## src/rtl/bram_burst_reader.sv

```systemverilog
// bram_burst_reader
// Fetches a burst of consecutive words from a BRAM read port using a
// trig/done handshake (one handshake per word), buffers them in a 2-entry
// FIFO and presents them downstream on a valid/ready stream. A one-cycle
// done pulse marks the end of the burst once the last word has left the FIFO.
//
// Ports:
//   i_clk, i_rstn        clock (rising edge), asynchronous active-low reset
//   i_start              one-cycle command strobe, accepted only when idle
//   i_base_addr, i_len   burst start address and word count (0 = empty burst)
//   i_abort              cancel the running burst, no done pulse
//   o_busy, o_done       burst in progress / one-cycle completion pulse
//   o_bram_addr/trig     read request towards the BRAM responder
//   i_bram_data/done     read response from the BRAM responder
//   o_pix_data/valid     head-of-FIFO word / FIFO non-empty
//   i_pix_ready          downstream accepts the word when valid & ready
module bram_burst_reader #(
  parameter int ADDR_W = 13,
  parameter int DATA_W = 32,
  parameter int LEN_W  = 13
) (
  input  logic              i_clk,
  input  logic              i_rstn,
  input  logic              i_start,
  input  logic [ADDR_W-1:0] i_base_addr,
  input  logic [LEN_W-1:0]  i_len,
  input  logic              i_abort,
  output logic              o_busy,
  output logic              o_done,
  output logic [ADDR_W-1:0] o_bram_addr,
  output logic              o_bram_trig,
  input  logic [DATA_W-1:0] i_bram_data,
  input  logic              i_bram_done,
  output logic [DATA_W-1:0] o_pix_data,
  output logic              o_pix_valid,
  input  logic              i_pix_ready
);

  typedef enum logic [2:0] {IDLE, REQ, GAP, DRAIN, FIN} state_e;

  state_e              state_q, state_d;
  logic [ADDR_W-1:0]   addr_q, addr_d;
  logic [LEN_W-1:0]    remaining_q, remaining_d;
  logic                trig_q, trig_d;
  logic                busy_q, busy_d;
  logic                done_q, done_d;

  logic [DATA_W-1:0]   fifoMem_q [2];
  logic                wrPtr_q, wrPtr_d;
  logic                rdPtr_q, rdPtr_d;
  logic [1:0]          fifoCount_q, fifoCount_d;

  logic                push;
  logic                pop;
  logic                flush;

  // Next-state logic for the burst FSM and the FIFO bookkeeping.
  // Abort is evaluated last so it overrides whatever the FSM decided,
  // including discarding a read response that lands in the same cycle.
  always_comb begin
    state_d     = state_q;
    addr_d      = addr_q;
    remaining_d = remaining_q;
    trig_d      = trig_q;
    busy_d      = busy_q;
    done_d      = 1'b0;
    push        = 1'b0;
    flush       = 1'b0;
    pop         = (fifoCount_q != 2'd0) && i_pix_ready;

    case (state_q)
      IDLE: begin
        if (i_start) begin
          addr_d      = i_base_addr;
          remaining_d = i_len;
          busy_d      = 1'b1;
          if (i_len == '0) begin
            state_d = FIN;
          end else begin
            trig_d  = 1'b1;
            state_d = REQ;
          end
        end
      end
      REQ: begin
        if (i_bram_done) begin
          push        = 1'b1;
          trig_d      = 1'b0;
          addr_d      = addr_q + 1'b1;
          remaining_d = remaining_q - 1'b1;
          state_d     = GAP;
        end
      end
      GAP: begin
        // A new read is only launched when its word is certain to fit,
        // counting a pop that happens in this same cycle.
        if (remaining_q == '0) begin
          state_d = DRAIN;
        end else if ((fifoCount_q < 2'd2) || pop) begin
          trig_d  = 1'b1;
          state_d = REQ;
        end
      end
      DRAIN: begin
        if (fifoCount_q == 2'd0) begin
          state_d = FIN;
        end
      end
      FIN: begin
        done_d  = 1'b1;
        busy_d  = 1'b0;
        state_d = IDLE;
      end
      default: begin
        state_d = IDLE;
      end
    endcase

    if (i_abort && (state_q != IDLE)) begin
      state_d = IDLE;
      trig_d  = 1'b0;
      busy_d  = 1'b0;
      done_d  = 1'b0;
      push    = 1'b0;
      flush   = 1'b1;
    end

    if (flush) begin
      wrPtr_d     = 1'b0;
      rdPtr_d     = 1'b0;
      fifoCount_d = 2'd0;
    end else begin
      wrPtr_d     = push ? ~wrPtr_q : wrPtr_q;
      rdPtr_d     = pop ? ~rdPtr_q : rdPtr_q;
      fifoCount_d = fifoCount_q + {1'b0, push} - {1'b0, pop};
    end
  end

  // State and FIFO registers.
  always_ff @(posedge i_clk or negedge i_rstn) begin
    if (!i_rstn) begin
      state_q      <= IDLE;
      addr_q       <= '0;
      remaining_q  <= '0;
      trig_q       <= 1'b0;
      busy_q       <= 1'b0;
      done_q       <= 1'b0;
      wrPtr_q      <= 1'b0;
      rdPtr_q      <= 1'b0;
      fifoCount_q  <= 2'd0;
      fifoMem_q[0] <= '0;
      fifoMem_q[1] <= '0;
    end else begin
      state_q     <= state_d;
      addr_q      <= addr_d;
      remaining_q <= remaining_d;
      trig_q      <= trig_d;
      busy_q      <= busy_d;
      done_q      <= done_d;
      wrPtr_q     <= wrPtr_d;
      rdPtr_q     <= rdPtr_d;
      fifoCount_q <= fifoCount_d;
      if (push) begin
        fifoMem_q[wrPtr_q] <= i_bram_data;
      end
    end
  end

  assign o_busy      = busy_q;
  assign o_done      = done_q;
  assign o_bram_addr = addr_q;
  assign o_bram_trig = trig_q;
  assign o_pix_data  = fifoMem_q[rdPtr_q];
  assign o_pix_valid = (fifoCount_q != 2'd0);

endmodule

```

## config.mk

```make
export PLATFORM = sky130hd
export DESIGN_NAME = bram_burst_reader
export DESIGN_NICKNAME = d
export VERILOG_FILES = /design/src/rtl/bram_burst_reader.sv
export SDC_FILE = /design/constraint.sdc
export NUM_CORES = 1
export LEC_CHECK = 0
export ABC_CLOCK_PERIOD_IN_PS = 2600
export CAP_MARGIN = 20
export CELL_PAD_IN_SITES_DETAIL_PLACEMENT = 1
export CELL_PAD_IN_SITES_GLOBAL_PLACEMENT = 2
export CORE_MARGIN = 2
export CORE_UTILIZATION = 32
export CTS_CLUSTER_DIAMETER = 200
export DETAILED_ROUTE_END_ITERATION = 8
export PLACE_DENSITY_LB_ADDON = 0.08
export SLEW_MARGIN = 20
export SYNTH_ARGS = -nofsm -noshare
export SYNTH_HDL_FRONTEND = slang
export SYNTH_SLANG_ARGS = --single-unit
```

## constraint.sdc

```tcl
create_clock -name i_clk -period 2.6 [get_ports i_clk]
set_clock_uncertainty 0.15 [all_clocks]
set_input_delay 0.52 -clock i_clk [delete_from_list [all_inputs] [get_ports i_clk]]
set_output_delay 0.52 -clock i_clk [all_outputs]
set_load 0.03 [all_outputs]
```

==> reports/qor.log, run 1 <==
INFO  logic_synthesis combinational_family_with_the_most_area_after_synthesis=multiplexers
INFO  route          drtAntennaViolNets=0
INFO  global_route   initial_antenna_violation_count=0
INFO  cts            cts.sink_count=100
INFO  flow_run       maxCapViolCount=0
INFO  setup_path     critical_path.startpoint_type=flip-flop
INFO  logic_synthesis post_synth_edffs=0
INFO  power          power_density=1320nW/um2
INFO  sta            period_share=93.0%
INFO  logic_synthesis yosys_warnings=0
INFO  route          drt-vias-per-instance=5.14
INFO  cts            tritoncts_clock_tree=yes
INFO  layout         layout_common_cells=sky130_fd_sc_hd__dfrtp_1, sky130_fd_sc_hd__mux2_2, sky130_fd_sc_hd__clkdlybuf4s50_1
INFO  floorplan      fp.coreArea=15,100um2
INFO  global_route   grt_max_degree=48
INFO  logic_synthesis synthMuxAreaShare=22.6%
INFO  floorplan      boundaryPins=113
INFO  cts            ctsRootBufferMaster=sky130_fd_sc_hd__clkbuf_16
INFO  worst_hold_path min_path_type=flip-flop to flip-flop
INFO  route          detail_route.wl_per_cell=17.3um
INFO  power          ir_drop=0.000428V
INFO  layout         n_fill_cell=1,653
INFO  layout         layout-drive-gt1-share=24.9%
INFO  global_route   grt_usage=16.3%
INFO  route          drt_first_pass_iters=4
INFO  floorplan      overall_die_width=128um
INFO  sta            summed_negative_setup_slack_over_all_endpoints=0ns
INFO  sta            setup_viol=0
INFO  cts            tritoncts.num_buffers=9
INFO  logic_synthesis post_synth_and_or_nand_nor_area_fraction=10.9%
INFO  cts            clk_transition_reported_paths=0.07ns
INFO  setup_path     endpoint_kind=output port
INFO  placed_design  postPlaceCellArea=6360um2
INFO  layout         final_common_cell=sky130_fd_sc_hd__dfrtp_1
INFO  power          p_leak=0.00298uW
INFO  route          vias=3,812
INFO  floorplan      fp.dieH=128um
INFO  sta            achievable-frequency=414MHz
INFO  logic_synthesis synthXorXnorAreaFrac=0.710%
INFO  logic_synthesis ys_seq_area_share=50.7%
INFO  layout         utilization=44.3%
INFO  setup_path     worst-endpoint-arrival=1.75ns
INFO  sta            worst_max_slew_pin_slew=0.455ns
INFO  setup_path     path_max_fanout=14
INFO  sta            rsz_0062_raised_after_global_routing=no
INFO  sta            finalHoldViolCount=0
INFO  layout         postLayoutCellArea=6700um2
INFO  floorplan      floorplan.rows=45
INFO  power          total_power=8830uW
INFO  logic_synthesis synth-adder-area-share=1.27%
INFO  sta            final_max_slew_viol_count=0
INFO  setup_path     critical_path_required=1.93ns
INFO  layout         area_growth_from_synthesis_to_layout=35.9%
INFO  sta            timing.final.crit_period=2.42ns
INFO  route          finalWirelength=12.8mm
INFO  logic_synthesis synthesis.area=4930um2
INFO  logic_synthesis synthCells=439
INFO  logic_synthesis synth.net_count=508
INFO  placed_design  post-dp-hpwl=8.90mm
INFO  layout         diodes=0
INFO  floorplan      floorplan.die_area=16,400um2
INFO  global_route   global_route.overflow_total=0
INFO  placed_design  routabilityCongestion=0.740
INFO  logic_synthesis synth_compound_gate_area_share=11.1%
INFO  setup_path     critical_path_class=flip-flop to output port
INFO  route          drc=0
INFO  logic_synthesis synth.ff_latch_count=100
INFO  logic_synthesis synth_async_sr_flop_share=100%
INFO  cts            worstSkewPairLatency=0.35ns
INFO  cts            ctsLongestPathBuffers=2
INFO  logic_synthesis syn_area_per_cell=11.2um2
INFO  status         outcome=finished, final reports clean
INFO  sta            worst_slew_margin_rel=69.5%
INFO  logic_synthesis synthFlopType=sky130_fd_sc_hd__dfrtp_1
INFO  global_route   first_pass_grt_wire_length=20.9mm
INFO  route          drt_iter0_drc=117
INFO  global_route   first_global_vias=4,135
INFO  cts            cts_htree_levels=3
INFO  layout         nets=618
INFO  logic_synthesis yosys.cell_types.count=48
INFO  placed_design  io_buffers=112
INFO  floorplan      initial_utilization=32.6%
[synthesized netlist by cell type, drive strengths merged, types with 2 or more instances]
master   count  share of area [%]
a2bb2oi      5               0.89
nor2        22                1.7
mux2        98                 22
a21oi       37                3.8
buf          8               0.76
nor3         9               0.91
dfrtp      100                 51
clkbuf      21                1.6
nor2b        5               0.63
or2          3               0.38
nand2b       3               0.38
nand3       11                1.2
xnor2        2               0.36
nor3b        2               0.30
o32ai        2               0.36
xor2         2               0.36
o22ai        7               0.89
nor4         4               0.51
o2bb2ai      2               0.36
ha           5                1.3
or4          3               0.53
or3          4               0.61
o211ai       2               0.30
nand4        3               0.38
and3         4               0.51
o21ai       27                2.7
inv          5               0.38
o21a         2               0.30
and2         4               0.51
nand2       24                1.8
[logic make-up (layout without fill, tap and decap cells)]
group / count (synthesis) / in the layout
AOI/OAI and AO/OA: 93 / 93
xor gates and xnor gates: 4 / 4
adders and majority gates: 5 / 5
buffers and inverters: 34 / 149
DFF: 100 / 100
muxes: 99 / 99
and+or+nand+nor: 104 / 104
[what timing repair did]
item	CTS	global route
resized for setup	19	13
endpoints found under the setup margin	19	13
hold buffers	1	0
pin swaps	0	0
hold endpoints to repair	19	0
setup buffers	0	0
[report_power, final]
group          total, uW  leakage, uW  internal (uW)  switching, uW
sequential          2820      0.00122           2310            506
clock               1470     0.000162            853            618
combinational       4540      0.00160           2070           2470
[per-stage QoR]
| step | hold slack [ns] | worst slack, ns | std cells |
|---|---|---|---|
| after global routing | 0.370 | 0.0856 | 742 |
| after global placement | 0.279 | 0.131 | 725 |
| final | 0.352 | 0.183 | 742 |
| after CTS | 0.355 | 0.00381 | 742 |
| after detailed placement | 0.280 | 0.110 | 725 |
| after floorplan | 0.0744 | 0.462 | 439 |
[cell type report]
| type | instances | area, um2 | share of cell area (%) |
|---|---|---|---|
| flip-flops and latches | 100 | 2500 | 37.3 |
| multi-input cells | 305 | 2300 | 34.3 |
| repair buffers | 128 | 1330 | 19.8 |
| well taps | 188 | 235 | 3.51 |
| clock buffers | 9 | 225 | 3.36 |
| clock inverters | 7 | 98.8 | 1.47 |
| inverters | 5 | 18.8 | 0.280 |
[final timing paths]
path	from	cells past startpoint	slack, ns	to
setup reg to reg	remaining_q[2]$_DFFE_PN0P_	5	0.26	remaining_q[11]$_DFFE_PN0P_
hold reg to reg	fifoMem_q[26]$_DFFE_PN0P_	1	0.35	fifoMem_q[26]$_DFFE_PN0P_
min in group asynchronous	i_rstn	2	0.45	fifoMem_q[51]$_DFFE_PN0P_
setup / recovery	rdPtr_q$_DFFE_PN0P_	3	0.18	o_pix_data[22]
max in group asynchronous	i_rstn	3	1.23	fifoMem_q[35]$_DFFE_PN0P_
hold / removal	fifoMem_q[26]$_DFFE_PN0P_	1	0.35	fifoMem_q[26]$_DFFE_PN0P_
[critical path, cell delays in order, from the launching register on]
cell                            delay [ns]
sky130_fd_sc_hd__dfrtp_1              0.40
sky130_fd_sc_hd__buf_4                0.26
sky130_fd_sc_hd__mux2_2               0.38
sky130_fd_sc_hd__dlygate4sd2_1        0.36
[state kept, by name (all words and copies together), names as in the netlist]
register / flops
fifoMem_q: 64
o_bram_addr: 13
remaining_q: 13
state_q: 3
fifoCount_q: 2
o_bram_trig: 1
o_busy: 1
o_done: 1
rdPtr_q: 1
wrPtr_q: 1
[per-layer routing]
| layer | global-route usage, % | up-vias | routed length (um) |
|---|---|---|---|
| li1 | - | 1813 | - |
| met4 | 5.82 | 0 | 147 |
| met1 | 21.3 | 1909 | 6140 |
| met2 | 27.4 | 80 | 6090 |
| met5 | 0 | - | 0 |
| met3 | 2.59 | 10 | 459 |
No activity file was read; power rests on OpenSTA's default activity.
==> run 2: changes to the inputs <==
--- a/config.mk
+++ b/config.mk
@@ -5,14 +5,13 @@
 export SDC_FILE = /design/constraint.sdc
 export NUM_CORES = 1
 export LEC_CHECK = 0
-export ABC_CLOCK_PERIOD_IN_PS = 2600
+export ABC_CLOCK_PERIOD_IN_PS = 2390
 export CAP_MARGIN = 20
-export CELL_PAD_IN_SITES_DETAIL_PLACEMENT = 1
-export CELL_PAD_IN_SITES_GLOBAL_PLACEMENT = 2
 export CORE_MARGIN = 2
-export CORE_UTILIZATION = 32
+export CORE_UTILIZATION = 50
 export CTS_CLUSTER_DIAMETER = 200
 export DETAILED_ROUTE_END_ITERATION = 8
+export MAX_ROUTING_LAYER = met4
 export PLACE_DENSITY_LB_ADDON = 0.08
 export SLEW_MARGIN = 20
 export SYNTH_ARGS = -nofsm -noshare
==> constraint.sdc (replaced) <==
create_clock -name i_clk -period 2.39 [get_ports i_clk]
set_clock_uncertainty 0.15 [all_clocks]
set_input_delay 0.478 -clock i_clk [delete_from_list [all_inputs] [get_ports i_clk]]
set_output_delay 0.478 -clock i_clk [all_outputs]
set_load 0.03 [all_outputs]
==> run 2 against run 1 <==
Against the previous run: register-to-register slack got worse by 0.16 ns; core utilization increased by 22 points; total power increased by 0.24%; setup slack got worse by 0.082 ns; critical path depth increased by 5; sequential share of layout area increased by 1.7 points; via count decreased by 1.4%; first-iteration DRC count decreased by 25%; cell count decreased by 7.3%; hold slack improved by 0.0051 ns; global-route usage increased by 6.2 points; wire length decreased by 13%; critical path type is now flip-flop to flip-flop; largest cell class unchanged.
==> reports/qor.log, run 2 (synthesized netlist as in run 1, its figures left out) <==
INFO  sta            setup_viol=0 [unchanged]
INFO  layout         n_fill_cell=811 [-51%]
INFO  layout         final_common_cell=sky130_fd_sc_hd__dfrtp_1
INFO  cts            ctsLongestPathBuffers=2 [unchanged]
INFO  power          power_density=1380nW/um2 [+4.8%]
INFO  layout         register_with_the_most_flip_flops=fifoMem_q
INFO  layout         largest_reg_flops=64 [unchanged]
INFO  floorplan      boundaryPins=113 [unchanged]
INFO  route          drt_iter0_drc=88 [-25%]
INFO  global_route   initial_antenna_violation_count=0 [unchanged]
INFO  layout         layout-drive-gt1-share=28.1% [+3.2 points]
INFO  route          drt-vias-per-instance=5.46 [+6.3%]
INFO  cts            clk_transition_reported_paths=0.12ns [+0.05 ns]
INFO  route          drt_first_pass_iters=4 [unchanged]
INFO  worst_hold_path min_path_type=flip-flop to flip-flop
INFO  route          vias=3,757 [-1.4%]
INFO  global_route   global_route.overflow_total=0 [unchanged]
INFO  flow_run       maxCapViolCount=0 [unchanged]
INFO  setup_path     timing.critical_path.cells=inv_1, ha_1, or4b_2, nor4_1, buf_4, o22a_2, nand3_2, o2bb2ai_1
INFO  status         outcome=finished, final reports clean
INFO  setup_path     worst-endpoint-arrival=2.43ns [+0.68 ns]
INFO  cts            tritoncts.num_buffers=9 [unchanged]
INFO  sta            worst_max_slew_pin_slew=0.565ns [+0.110 ns]
INFO  route          drc=0 [unchanged]
INFO  placed_design  post-dp-hpwl=7.55mm [-15%]
INFO  cts            tritoncts_clock_tree=yes
INFO  power          p_leak=0.00279uW [-6.5%]
INFO  global_route   first_global_vias=3,856 [-6.7%]
INFO  global_route   grt_usage=22.5% [+6.2 points]
INFO  layout         diodes=0 [unchanged]
INFO  sta            finalHoldWorstSlack=0.357ns [+0.00514 ns]
INFO  sta            rsz_0062_raised_after_global_routing=no
INFO  layout         postLayoutCellArea=6410um2 [-4.4%]
INFO  global_route   first_pass_grt_wire_length=18.3mm [-12%]
INFO  floorplan      initial_utilization=50.9% [+18 points]
INFO  layout         area_growth_from_synthesis_to_layout=29.9%
INFO  power          ir_drop=0.000677V [+58%]
INFO  setup_path     path_max_fanout=4 [-10]
INFO  setup_path     critPathMaxStageDelay=0.62ns [+0.22 ns]
INFO  sta            postLayoutSetupSlackWorst=0.101ns [-0.0819 ns]
INFO  cts            cts.sink_count=100 [unchanged]
INFO  cts            cts_htree_levels=3 [unchanged]
INFO  sta            timing.final.crit_period=2.29ns
INFO  layout         nets=619 [+0.16%]
INFO  setup_path     critical_path.startpoint_type=flip-flop
INFO  sta            worst_slew_margin_rel=62.3% [-7.2 points]
INFO  sta            achievable-frequency=437MHz
INFO  route          finalWirelength=11.1mm [-13%]
INFO  setup_path     endpoint_kind=flip-flop
INFO  global_route   grt_max_degree=49 [+2.1%]
INFO  floorplan      overall_die_width=103um [-19%]
INFO  floorplan      floorplan.rows=36 [-20%]
INFO  setup_path     critical_path_class=flip-flop to flip-flop
INFO  setup_path     regToRegSetupSlack=0.10ns [-0.16 ns]
INFO  floorplan      floorplan.die_area=10,700um2 [-35%]
INFO  sta            period_share=95.8%
INFO  route          detail_route.wl_per_cell=16.2um [-6.5%]
INFO  placed_design  preCtsSetupSlack=0.0190ns [-0.0914 ns]
INFO  placed_design  postPlaceCellArea=6290um2 [-1.1%]
INFO  sta            final_max_slew_viol_count=0 [unchanged]
INFO  setup_path     cp_slowest_cell=sky130_fd_sc_hd__or4b_2
INFO  sta            finalHoldViolCount=0 [unchanged]
INFO  power          total_power=8850uW [+0.24%]
INFO  layout         layout_common_cells=sky130_fd_sc_hd__dfrtp_1, sky130_fd_sc_hd__mux2_2, sky130_fd_sc_hd__clkdlybuf4s50_1
INFO  floorplan      fp.coreArea=9680um2 [-36%]
INFO  setup_path     critical_path_required=2.53ns [+0.60 ns]
INFO  cts            ctsRootBufferMaster=sky130_fd_sc_hd__clkbuf_8
INFO  placed_design  routabilityCongestion=0.869 [+17%]
INFO  placed_design  io_buffers=112 [unchanged]
INFO  route          drtAntennaViolNets=0 [unchanged]
INFO  floorplan      fp.dieH=103um [-19%]
INFO  cts            worstSkewPairLatency=0.36ns [about the same]
run 2: cell types whose count changed in the layout (fill, tap and decap cells not counted), sizes merged:
cell           delta
bufinv            -2
buf              +16
clkdlybuf4s50     -1
dlygate4sd2       -3
clkinv            +1
inv               +1
dlymetal6s2s     -12
clkbuf            +1
run 2: what timing repair did:
item | CTS | global route
cloned | 1 | 0
buffers inserted | 1 | 0
hold buffers | 1 | 0
gates resized for setup | 93 | 6
endpoints found under the hold margin | 38 | 0
endpoints found under the setup margin | 32 | 14
run 2: per-stage QoR:
step | setup TNS (ns) | instances | utilization, %
floorplan | 0 | 439 | -
global placement | 0 | 670 | 65.0
detailed placement | 0 | 670 | 65.0
CTS | -0.151 | 689 | 66.6
global route | 0 | 688 | 66.2
finish | 0 | 688 | 66.2
run 2: metal layers:
metal	wire length [um]	track usage, %	part of all wire [%]	vias up
li1	-	-	-	1808
met1	4990	29.1	45	1837
met2	5510	37.0	49	108
met3	584	4.10	5.2	4
met4	50	5.77	0.45	0
met5	0	-	0	-
run 2: final timing paths:
kind,end,from,depth (start not counted)
worst max-delay path,state_q[0]$_DFFE_PN0P_,remaining_q[0]$_DFFE_PN0P_,8
worst min-delay path,fifoMem_q[40]$_DFFE_PN0P_,fifoMem_q[40]$_DFFE_PN0P_,1
worst max register to register,state_q[0]$_DFFE_PN0P_,remaining_q[0]$_DFFE_PN0P_,8
worst min register to register,fifoMem_q[40]$_DFFE_PN0P_,fifoMem_q[40]$_DFFE_PN0P_,1
max in group asynchronous,fifoMem_q[15]$_DFFE_PN0P_,i_rstn,3
min in group asynchronous,fifoMem_q[8]$_DFFE_PN0P_,i_rstn,2
run 2: final cells by class:
cell class | count | area (um2) | area share [%]
multi-input combinational | 305 | 2300 | 35.8
sequential | 100 | 2500 | 39.1
clock buffer | 9 | 124 | 1.93
inverter | 5 | 18.8 | 0.293
tap | 133 | 166 | 2.60
clock inverter | 7 | 70.1 | 1.09
timing repair buffer | 129 | 1230 | 19.2
run 2: critical path, delay by kind of cell (launching register included):
family	cells	cell delay (ns)
compound gates	2	0.30
fa+ha+maj	1	0.16
simple gates	3	0.92
buf+inv	2	0.29
flops	1	0.39
run 2: report_power, final:
group	switching, uW	total, uW	internal (uW)
Clock	648	1060	408
Combinational	2580	4720	2130
Sequential	568	3080	2510
Total	3800	8850	5050
